<file path="config.mk">
export PLATFORM = sky130hd
export DESIGN_NAME = alu_issue_ctrl
export DESIGN_NICKNAME = d
export VERILOG_FILES = /design/src/rtl/alu_issue_ctrl_pkg.sv /design/src/rtl/rr_arb2.sv /design/src/rtl/alu_issue_ctrl.sv
export SDC_FILE = /design/constraint.sdc
export NUM_CORES = 1
export LEC_CHECK = 0
export ABC_AREA = 1
export CELL_PAD_IN_SITES_DETAIL_PLACEMENT = 0
export CELL_PAD_IN_SITES_GLOBAL_PLACEMENT = 1
export CORE_ASPECT_RATIO = 1.25
export CORE_MARGIN = 1.5
export CORE_UTILIZATION = 26
export DETAILED_ROUTE_END_ITERATION = 10
export PLACE_DENSITY = 0.9
export SETUP_SLACK_MARGIN = 0.02
export SYNTH_ARGS = -nofsm -noshare
export SYNTH_HDL_FRONTEND = slang
export SYNTH_HIERARCHICAL = 1
export SYNTH_SLANG_ARGS = --single-unit
</file>
<file path="constraint.sdc">
create_clock -name clk -period 4.7 [get_ports clk]
set_input_delay 0.94 -clock clk [delete_from_list [all_inputs] [get_ports clk]]
set_output_delay 0.94 -clock clk [all_outputs]
set_load 0.005 [all_outputs]
</file>
<file path="src/rtl/alu_issue_ctrl_pkg.sv">
// -----------------------------------------------------------------------------
// alu_issue_ctrl_pkg
// Shared definitions for the two-requester ALU issue controller:
//   - controller state encoding (IDLE/EXEC/STRETCH/RESP)
//   - width of the multi-cycle stretch counter (covers MCP_CYCLES 1..7)
//   - CPU opcode constants used by requesters and the ALU
// -----------------------------------------------------------------------------
package alu_issue_ctrl_pkg;

  typedef enum logic [1:0] {
    IDLE    = 2'd0,
    EXEC    = 2'd1,
    STRETCH = 2'd2,
    RESP    = 2'd3
  } state_e;

  localparam int MCP_CNT_W = 3;

  localparam logic [5:0] OP_ADD = 6'h00;
  localparam logic [5:0] OP_SUB = 6'h01;
  localparam logic [5:0] OP_ADC = 6'h02;
  localparam logic [5:0] OP_AND = 6'h04;
  localparam logic [5:0] OP_XOR = 6'h05;
  localparam logic [5:0] OP_MUL = 6'h08;

endpackage

</file>
<file path="src/rtl/rr_arb2.sv">
// -----------------------------------------------------------------------------
// rr_arb2
// Two-way round-robin arbiter, purely combinational. The pointer names the
// requester that wins a tie; the parent owns and advances the pointer.
// Ports:
//   req[1:0]  request vector
//   ptr       tie-break winner (0 or 1)
//   en        arbitration enable; no grant when low
//   gnt[1:0]  one-hot grant (all zero when disabled or no request)
// -----------------------------------------------------------------------------
module rr_arb2 (
  input  logic [1:0] req,
  input  logic       ptr,
  input  logic       en,
  output logic [1:0] gnt
);

  always_comb begin
    // NOTE: default first so every path assigns gnt and no latch is inferred.
    gnt = 2'b00;
    if (en) begin
      case (req)
        2'b01:   gnt = 2'b01;
        2'b10:   gnt = 2'b10;
        2'b11:   gnt = ptr ? 2'b10 : 2'b01;
        default: gnt = 2'b00;
      endcase
    end
  end

endmodule

</file>
<file path="src/rtl/alu_issue_ctrl.sv">
// -----------------------------------------------------------------------------
// alu_issue_ctrl
// Shares one combinational ALU between requester 0 (execute pipe) and
// requester 1 (address/aux unit). Round-robin arbitration in IDLE, registered
// ALU operands, optional multi-cycle stretch, result held until consumed, and a
// per-requester C/V flag context feeding alu_cin/alu_vin.
// Ports:
//   clk, reset_b                  clock, synchronous active-low reset
//   reqN_valid/ready/opcode/a/b/setflags   request channel N (N=0,1)
//   rspN_valid/ready/data/c/v     response channel N
//   flagN_c/flagN_v               current flag context of requester N
//   flag_wr_en/sel/c/v            direct flag write (context restore)
//   alu_a/alu_b/alu_opcode        registered ALU operands
//   alu_cin/alu_vin               flags of the granted requester
//   alu_dout/cout/vout/mcp        ALU results and multi-cycle flag
// -----------------------------------------------------------------------------
module alu_issue_ctrl
  import alu_issue_ctrl_pkg::*;
#(
  parameter int DW         = 32,
  parameter int OPW        = 6,
  parameter int MCP_CYCLES = 2
) (
  input  logic           clk,
  input  logic           reset_b,
  input  logic           req0_valid,
  output logic           req0_ready,
  input  logic [OPW-1:0] req0_opcode,
  input  logic [DW-1:0]  req0_a,
  input  logic [DW-1:0]  req0_b,
  input  logic           req0_setflags,
  input  logic           req1_valid,
  output logic           req1_ready,
  input  logic [OPW-1:0] req1_opcode,
  input  logic [DW-1:0]  req1_a,
  input  logic [DW-1:0]  req1_b,
  input  logic           req1_setflags,
  output logic           rsp0_valid,
  input  logic           rsp0_ready,
  output logic [DW-1:0]  rsp0_data,
  output logic           rsp0_c,
  output logic           rsp0_v,
  output logic           rsp1_valid,
  input  logic           rsp1_ready,
  output logic [DW-1:0]  rsp1_data,
  output logic           rsp1_c,
  output logic           rsp1_v,
  output logic           flag0_c,
  output logic           flag0_v,
  output logic           flag1_c,
  output logic           flag1_v,
  input  logic           flag_wr_en,
  input  logic           flag_wr_sel,
  input  logic           flag_wr_c,
  input  logic           flag_wr_v,
  output logic [DW-1:0]  alu_a,
  output logic [DW-1:0]  alu_b,
  output logic [OPW-1:0] alu_opcode,
  output logic           alu_cin,
  output logic           alu_vin,
  input  logic [DW-1:0]  alu_dout,
  input  logic           alu_cout,
  input  logic           alu_vout,
  input  logic           alu_mcp
);

  localparam logic [MCP_CNT_W-1:0] MCP_LOAD = MCP_CNT_W'(MCP_CYCLES);
  localparam logic [MCP_CNT_W-1:0] CNT_LAST = MCP_CNT_W'(1);

  state_e               state;
  logic [MCP_CNT_W-1:0] cnt;
  logic                 rr_ptr;
  logic                 gnt_idx;      // requester owning the in-flight op
  logic                 op_setflags;
  logic [1:0]           flag_c;
  logic [1:0]           flag_v;
  logic [1:0]           rsp_vld;      // one-hot per requester
  logic [DW-1:0]        rsp_data;
  logic                 rsp_c;
  logic                 rsp_v;

  logic [1:0] gnt;
  logic       capture;
  logic       rsp_fire;

  rr_arb2 u_arb (
    .req (|{req1_valid, req0_valid} ? {req1_valid, req0_valid} : 2'b00),
    .ptr (rr_ptr),
    .en  (state == IDLE),
    .gnt (gnt)
  );

  assign req0_ready = gnt[0];
  assign req1_ready = gnt[1];

  // ALU result is sampled at the last cycle of the op: EXEC for single-cycle
  // ops, the final STRETCH cycle for multi-cycle ones.
  assign capture  = ((state == EXEC) && !alu_mcp) ||
                    ((state == STRETCH) && (cnt == CNT_LAST));
  assign rsp_fire = |(rsp_vld & {rsp1_ready, rsp0_ready});

  // Flags feed the ALU straight from the context registers, so a flag write
  // during EXEC/STRETCH is seen by the ALU right after the write edge.
  assign alu_cin = flag_c[gnt_idx];
  assign alu_vin = flag_v[gnt_idx];

  assign flag0_c = flag_c[0];
  assign flag0_v = flag_v[0];
  assign flag1_c = flag_c[1];
  assign flag1_v = flag_v[1];

  assign rsp0_valid = rsp_vld[0];
  assign rsp1_valid = rsp_vld[1];
  assign rsp0_data  = rsp_data;
  assign rsp1_data  = rsp_data;
  assign rsp0_c     = rsp_c;
  assign rsp1_c     = rsp_c;
  assign rsp0_v     = rsp_v;
  assign rsp1_v     = rsp_v;

  // NOTE: sequential state uses non-blocking assignments so every register
  // samples pre-edge values regardless of statement order.
  always_ff @(posedge clk) begin
    if (!reset_b) begin
      state       <= IDLE;
      cnt         <= '0;
      rr_ptr      <= 1'b0;
      gnt_idx     <= 1'b0;
      op_setflags <= 1'b0;
      alu_a       <= '0;
      alu_b       <= '0;
      alu_opcode  <= '0;
      flag_c      <= '0;
      flag_v      <= '0;
      rsp_vld     <= '0;
      rsp_data    <= '0;
      rsp_c       <= 1'b0;
      rsp_v       <= 1'b0;
    end else begin
      case (state)
        IDLE: begin
          if (|gnt) begin
            alu_a       <= gnt[1] ? req1_a : req0_a;
            alu_b       <= gnt[1] ? req1_b : req0_b;
            alu_opcode  <= gnt[1] ? req1_opcode : req0_opcode;
            op_setflags <= gnt[1] ? req1_setflags : req0_setflags;
            gnt_idx     <= gnt[1];
            state       <= EXEC;
          end
        end
        EXEC: begin
          if (alu_mcp) begin
            cnt   <= MCP_LOAD;
            state <= STRETCH;
          end else begin
            state <= RESP;
          end
        end
        STRETCH: begin
          if (cnt == CNT_LAST) state <= RESP;
          else                 cnt   <= cnt - 1'b1;
        end
        RESP: begin
          if (rsp_fire) begin
            rsp_vld <= '0;
            rr_ptr  <= ~gnt_idx;
            state   <= IDLE;
          end
        end
        default: state <= IDLE;
      endcase

      if (capture) begin
        rsp_data <= alu_dout;
        rsp_c    <= alu_cout;
        rsp_v    <= alu_vout;
        rsp_vld  <= gnt_idx ? 2'b10 : 2'b01;
        if (op_setflags) begin
          flag_c[gnt_idx] <= alu_cout;
          flag_v[gnt_idx] <= alu_vout;
        end
      end

      // Placed after the capture update so a direct write to the same
      // requester in the capture cycle overrides the ALU flags.
      if (flag_wr_en) begin
        flag_c[flag_wr_sel] <= flag_wr_c;
        flag_v[flag_wr_sel] <= flag_wr_v;
      end
    end
  end

endmodule

</file>
Word level (Yosys, flattened, before mapping)

Cells that the tools add are included.

$lt $le $gt $ge: 4
Reductions and logical operators: 18
Equality and inequality tests: 12
Bitwise logic cells: 2
Add/sub/neg operators: 1
Multiplexer cells: 39

Operator list:

| kind                                                                  | count |
|---|---|
| 32-bit 2-to-1 mux                                                     | 2 |
| 2-bit 2-to-1 mux                                                      | 17 |
| 2-bit bitwise mux                                                     | 4 |
| 2-bit equality test, second input constant                            | 4 |
| 1-bit 2-to-1 mux                                                      | 8 |
| 2-bit != test, second input constant                                  | 4 |
| 2-bit case mux with 4 select lines                                    | 1 |
| 3-bit 2-to-1 mux                                                      | 2 |
| 6-bit 2-to-1 mux                                                      | 1 |
| 2-bit case mux with 3 select lines                                    | 1 |
| 3-bit case mux with 2 select lines                                    | 1 |
| 2-bit AND reduction                                                   | 3 |
| 3-bit AND reduction                                                   | 2 |
| 2-bit nonzero test                                                    | 3 |
| 2-bit OR reduction                                                    | 3 |
| 2-bit by 1-bit equality test with 1-bit output, second input constant | 2 |
| 1-bit logical AND                                                     | 4 |
| 1-bit by 2-bit < comparator with 1-bit output, second input constant  | 2 |
| 3-bit by 1-bit equality test with 1-bit output, second input constant | 1 |
| 3-bit by 1-bit subtractor with 3-bit output, second input constant    | 1 |
| 2-bit AND                                                             | 1 |
| 1-bit demux with 1-bit select                                         | 2 |
| 1-bit >= comparator, second input constant                            | 2 |
| 2-bit zero test                                                       | 1 |
| other kinds (4)                                                       | 4 |

Output and inout bits: 148
Input bits: 187
Register bits after elaboration: 118
Word-level logic and storage cells: 90

Depth between registers and ports, before layout

Depth after elaboration: 10
Gate-level depth with buffers: 10
Mapped depth without buffers: 10

Cells and area by module

The synthesis kept the hierarchy.

By module, submodules not included:

| module         | cells an instance | times used | seq. area each (sq um) | area an instance (sq um) |
|---|---|---|---|---|
| alu_issue_ctrl | 695               | 1          | 2362.3                 | 5166.2 |
| rr_arb2        | 5                 | 1          | 0.0                    | 21.3 |

Worst setup path after synthesis

Ideal clock, no wire load.

Path kind: input to output
From: input port req1_valid
To: output port req1_ready
Path slack: 2.457 ns
Arrival: 1.303 ns
Path buffers: 1
Stages: 3
Data required time: 3.760 ns
Path through: clkbuf_1 -> nand2_1 -> a21oi_1

Cells in the longest elaborated chain, start to end: 5
Elaborated cells between the ends (all ways): 7
Those cells by class: 3 x eq/ne; 3 x mux; 1 x reduce/logical

Ends and longest elaborated chain:

| what                                                                                  | RTL line             | source |
|---|---|---|
| start: declaration                                                                    | alu_issue_ctrl.sv:32 | `input logic req1_valid,` |
| 2-bit OR reduction                                                                    | alu_issue_ctrl.sv:87 | `.req (\|{req1_valid, req0_valid} ? {req1_valid, req0_valid} : 2'b00),` |
| 2-bit 2-to-1 mux (*)                                                                  | alu_issue_ctrl.sv:87 |  |
| 2-bit equality test or 2-bit by 1-bit equality test with 1-bit output (tied branches) | rr_arb2.sv:22        | `case (req)` |
| 2-bit case mux with 3 select lines (*)                                                | rr_arb2.sv:22        |  |
| 2-bit 2-to-1 mux (*)                                                                  | rr_arb2.sv:21        | `if (en) begin` |
| end: declaration                                                                      | alu_issue_ctrl.sv:33 | `output logic req1_ready,` |

Mark *: on every way between the ends. The rest lies on a longest branch, timed or not.

Final worst setup path

From: input port req0_valid
To: output port req0_ready

Cells in the longest elaborated chain, start to end: 5
Elaborated cells between the ends (all ways): 7
Those cells by class: 3 x eq/ne; 3 x mux; 1 x reduce/logical

Ends and longest elaborated chain:

| what                                                                                  | RTL line             | source |
|---|---|---|
| start: declaration                                                                    | alu_issue_ctrl.sv:26 | `input logic req0_valid,` |
| 2-bit OR reduction                                                                    | alu_issue_ctrl.sv:87 |  |
| 2-bit 2-to-1 mux (*)                                                                  | alu_issue_ctrl.sv:87 |  |
| 2-bit equality test or 2-bit by 1-bit equality test with 1-bit output (tied branches) | rr_arb2.sv:22        |  |
| 2-bit case mux with 3 select lines (*)                                                | rr_arb2.sv:22        |  |
| 2-bit 2-to-1 mux (*)                                                                  | rr_arb2.sv:21        |  |
| end: declaration                                                                      | alu_issue_ctrl.sv:27 | `output logic req0_ready,` |

Marks and branches as above.

==> results.json <==
{
  "r2r_start": "state[0]",
  "grt_pass1_vias": 5441,
  "dieArea_um2": 20800,
  "cts_tree": "built",
  "overflow": 0,
  "place.gp.congestion": 0.775,
  "timing.hold.ws_ns": 0.459,
  "num_antenna_cells": 0,
  "ant_nets": 0,
  "htreeDepth": 4,
  "post_cts_buffers": 0,
  "report.final.slew_viol_count": 0,
  "hold_violations": 0,
  "cts_resized": 0,
  "rrSetupSlack_ns": 2.03,
  "ys_ff_latch": 118,
  "met1_usage_pct": 18.2,
  "synth_cell_type_count": 24,
  "timing.fmax_mhz": 309,
  "crit_family": "buffers and inverters",
  "wl_per_cell_um": 14.3,
  "drc": 0,
  "min_period_ns": 3.24,
  "clock_skew_ns": 0.0135,
  "grt_use_met3_pct": 5.63,
  "clk_pin_slew_ns": 0.05,
  "drive_gt1_share_pct": 4.67,
  "routed_wl_um": 17800,
  "worst_r2r_path_depth": 9,
  "clock_sinks": 118,
  "met2_usage_pct": 30.3,
  "setup_viol": 0,
  "hold_path_depth": 2,
  "top_usage_layer": "met2",
  "yosys_warnings": 6,
  "grt_pass1_wl_um": 27600,
  "critical_path_class": "in2out",
  "grt_usage_pct": 17.1,
  "min_to": "cnt[1]",
  "syn-cell-area_um2": 5190,
  "ctsRootBufferMaster": "clkbuf_16",
  "path_max_fanout": 3,
  "firstDrtPassIters": 5,
  "internal_power_uw": 3090,
  "start_util_pct": 26.6,
  "cp-start-kind": "input pin",
  "stdcell_area_um2": 9060,
  "combPwrFrac_pct": 37.3,
  "area_delta_synth_final_pct": 74.7,
  "grt_antenna_before_repair": 0,
  "switching_share_pct": 31.7,
  "leakage_uw": 0.00339,
  "cpPeakStageDelay_ns": 0.55,
  "status": "complete, no violations",
  "die_w_um": 129,
  "slew-limit-headroom_pct": 42.7,
  "nets": 1165,
  "tightestPinTransition_ns": 0.860,
  "core_um2": 19500,
  "cap_violations": 0,
  "cts_buffers": 17,
  "worstPathArrival_ns": 2.30,
  "grt_setup_unrepaired": "false",
  "r2r_end": "alu_b[14]",
  "powerDensity_nw_per_um2": 498,
  "layout_worst_path_cycle_share_pct": 68.9,
  "crit_path_frequent_cell": "clkdlybuf4s50_1",
  "place_hpwl_um": 12800,
  "via_count": 5651,
  "cts_hold_buffers": 0,
  "avgSynthCellArea_um2": 7.41,
  "seq_power_share_pct": 32.6,
  "clock_power_share_pct": 30.0,
  "clkLatencyLatePin_ns": 0.42,
  "drt-initial-drc-count": 261,
  "end_kind": "output port",
  "slowest_stage": "clkdlybuf4s50_1",
  "yosysSeqAreaShare_pct": 45.5,
  "die_h_um": 161,
  "syn-instance-count": 700,
  "critical_path.cell_chain": "clkdlybuf4s50_1, nand2_1, a21oi_1, clkdlybuf4s50_1",
  "rows": 57,
  "io_pins": 335,
  "grt_max_degree": 73,
  "placed_cells": 1218,
  "ir_drop_uv": 239,
  "hold_start": "cnt[1]",
  "setup_tns_ns": 0,
  "synth_nets": 893,
  "fin_cells": 1250,
  "cts_buffer_depth": 2,
  "power_switching_uw": 1430,
  "placed_area_um2": 8440,
  "io_buffers": 334,
  "crit_required_ns": 3.76,
  "worst-path-buf-inv": 2,
  "min_path_type": "reg2reg",
  "avgViaCountPerCell": 4.52
}
==> Yosys cell counts <==
library cell	number	share of area [%]
o21ai_0	74	7.1
o21ai_1	4	0.39
nand2_1	214	15
buf_1	10	0.72
or2_2	1	0.12
nor2_1	9	0.65
inv_2	2	0.14
buf_6	1	0.22
nand2_4	1	0.22
nand3_1	41	4.0
nand2_2	1	0.12
inv_1	18	1.3
nand4_1	3	0.36
clkbuf_1	23	1.7
a31oi_1	73	8.8
nor3_1	1	0.096
dfxtp_1	118	46
clkbuf_2	1	0.096
buf_4	35	5.1
nand3_4	1	0.34
nand3b_1	1	0.14
ha_1	6	1.4
buf_2	18	1.7
a21oi_1	44	4.2
==> power groups by stage <==
stage	registers (uW)	clock network, uW	logic, uW
after floorplan	1480	0	787
after global placement	1490	0	1690
after global routing	1510	1440	1880
after CTS	1480	1390	1710
after detailed placement	1490	0	1710
final	1470	1360	1690
==> sequential cells by signal (all words and copies together), names as in the netlist <==
signal and cells:
gnt_idx 1, rr_ptr 1, rsp_vld 2, op_setflags 1
state 2, alu_opcode 6, alu_a 32, cnt 3
rsp0_c 1, rsp0_data 32, rsp0_v 1, alu_b 32
flag_c 2, flag_v 2
==> worst max path at each step <==
stage	startpoint	endpoint	slack, ns	cells past startpoint
floorplan	req1_valid	req1_ready	2.46	3
global placement	req0_valid	alu_a[5]	1.46	7
detailed placement	req0_valid	alu_b[28]	1.34	7
CTS	req0_valid	req0_ready	1.45	4
global route	req0_valid	req0_ready	1.38	4
finish	req0_valid	req0_ready	1.46	4
==> logic make-up after synthesis <==
family                     count (synthesis)  synth area share, %
DFF                                      118                 45.5
and+or+nand+nor                          273                 21.5
buffers and inverters                    108                 11.0
adders and majority gates                  6                 1.45
AOI/OAI and AO/OA                        195                 20.6
==> worst register-to-register path: stages, from the launching register on <==
cell	delay [ns]
dfxtp_1	0.38
inv_1	0.08
ha_1	0.27
nand2_1	0.14
a21oi_4	0.05
o21ai_1	0.25
clkinv_2	0.65
buf_12	0.48
o21ai_0	0.18
a31oi_1	0.06
==> per-layer routing <==
metal	part of all wire (%)	up-vias
li1	-	2878
met1	39	2507
met2	51	246
met3	8.3	20
met4	2.2	0
met5	0	-
==> stage by stage <==
step	setup WS, ns	utilization [%]	total power, uW
final	1.46	46.5	4520
after global placement	1.46	43.4	3180
after floorplan	2.46	-	2270
after global routing	1.38	46.5	4830
after detailed placement	1.34	43.4	3200
after CTS	1.45	46.5	4580
==> cells in the final DEF (no fill, tap or decap), drive strengths merged <==
master / synthesis / layout
o21ai: 78 / 78
a21oi: 44 / 44
buf: 64 / 8
nand2: 216 / 216
clkinvlp: 0 / 3
or2: 1 / 1
clkbuf: 24 / 21
inv: 20 / 19
nor3: 1 / 1
clkdlybuf4s50: 0 / 333
dfxtp: 118 / 118
nand3b: 1 / 1
nor2: 9 / 9
a31oi: 73 / 73
nand3: 42 / 42
nand4: 3 / 3
ha: 6 / 6
clkinv: 0 / 6
bufinv: 0 / 3
==> final cells by class <==
cell class / instances / area, um2
Clock buffer: 21 / 470
Clock inverter: 11 / 149
Fill cell: 1936 / 10400
Inverter: 20 / 76.3
Multi-Input combinational cell: 474 / 2270
Sequential cell: 118 / 2360
Tap cell: 265 / 332
Timing Repair Buffer: 341 / 3400
No activity file was read; power rests on OpenSTA's default activity.
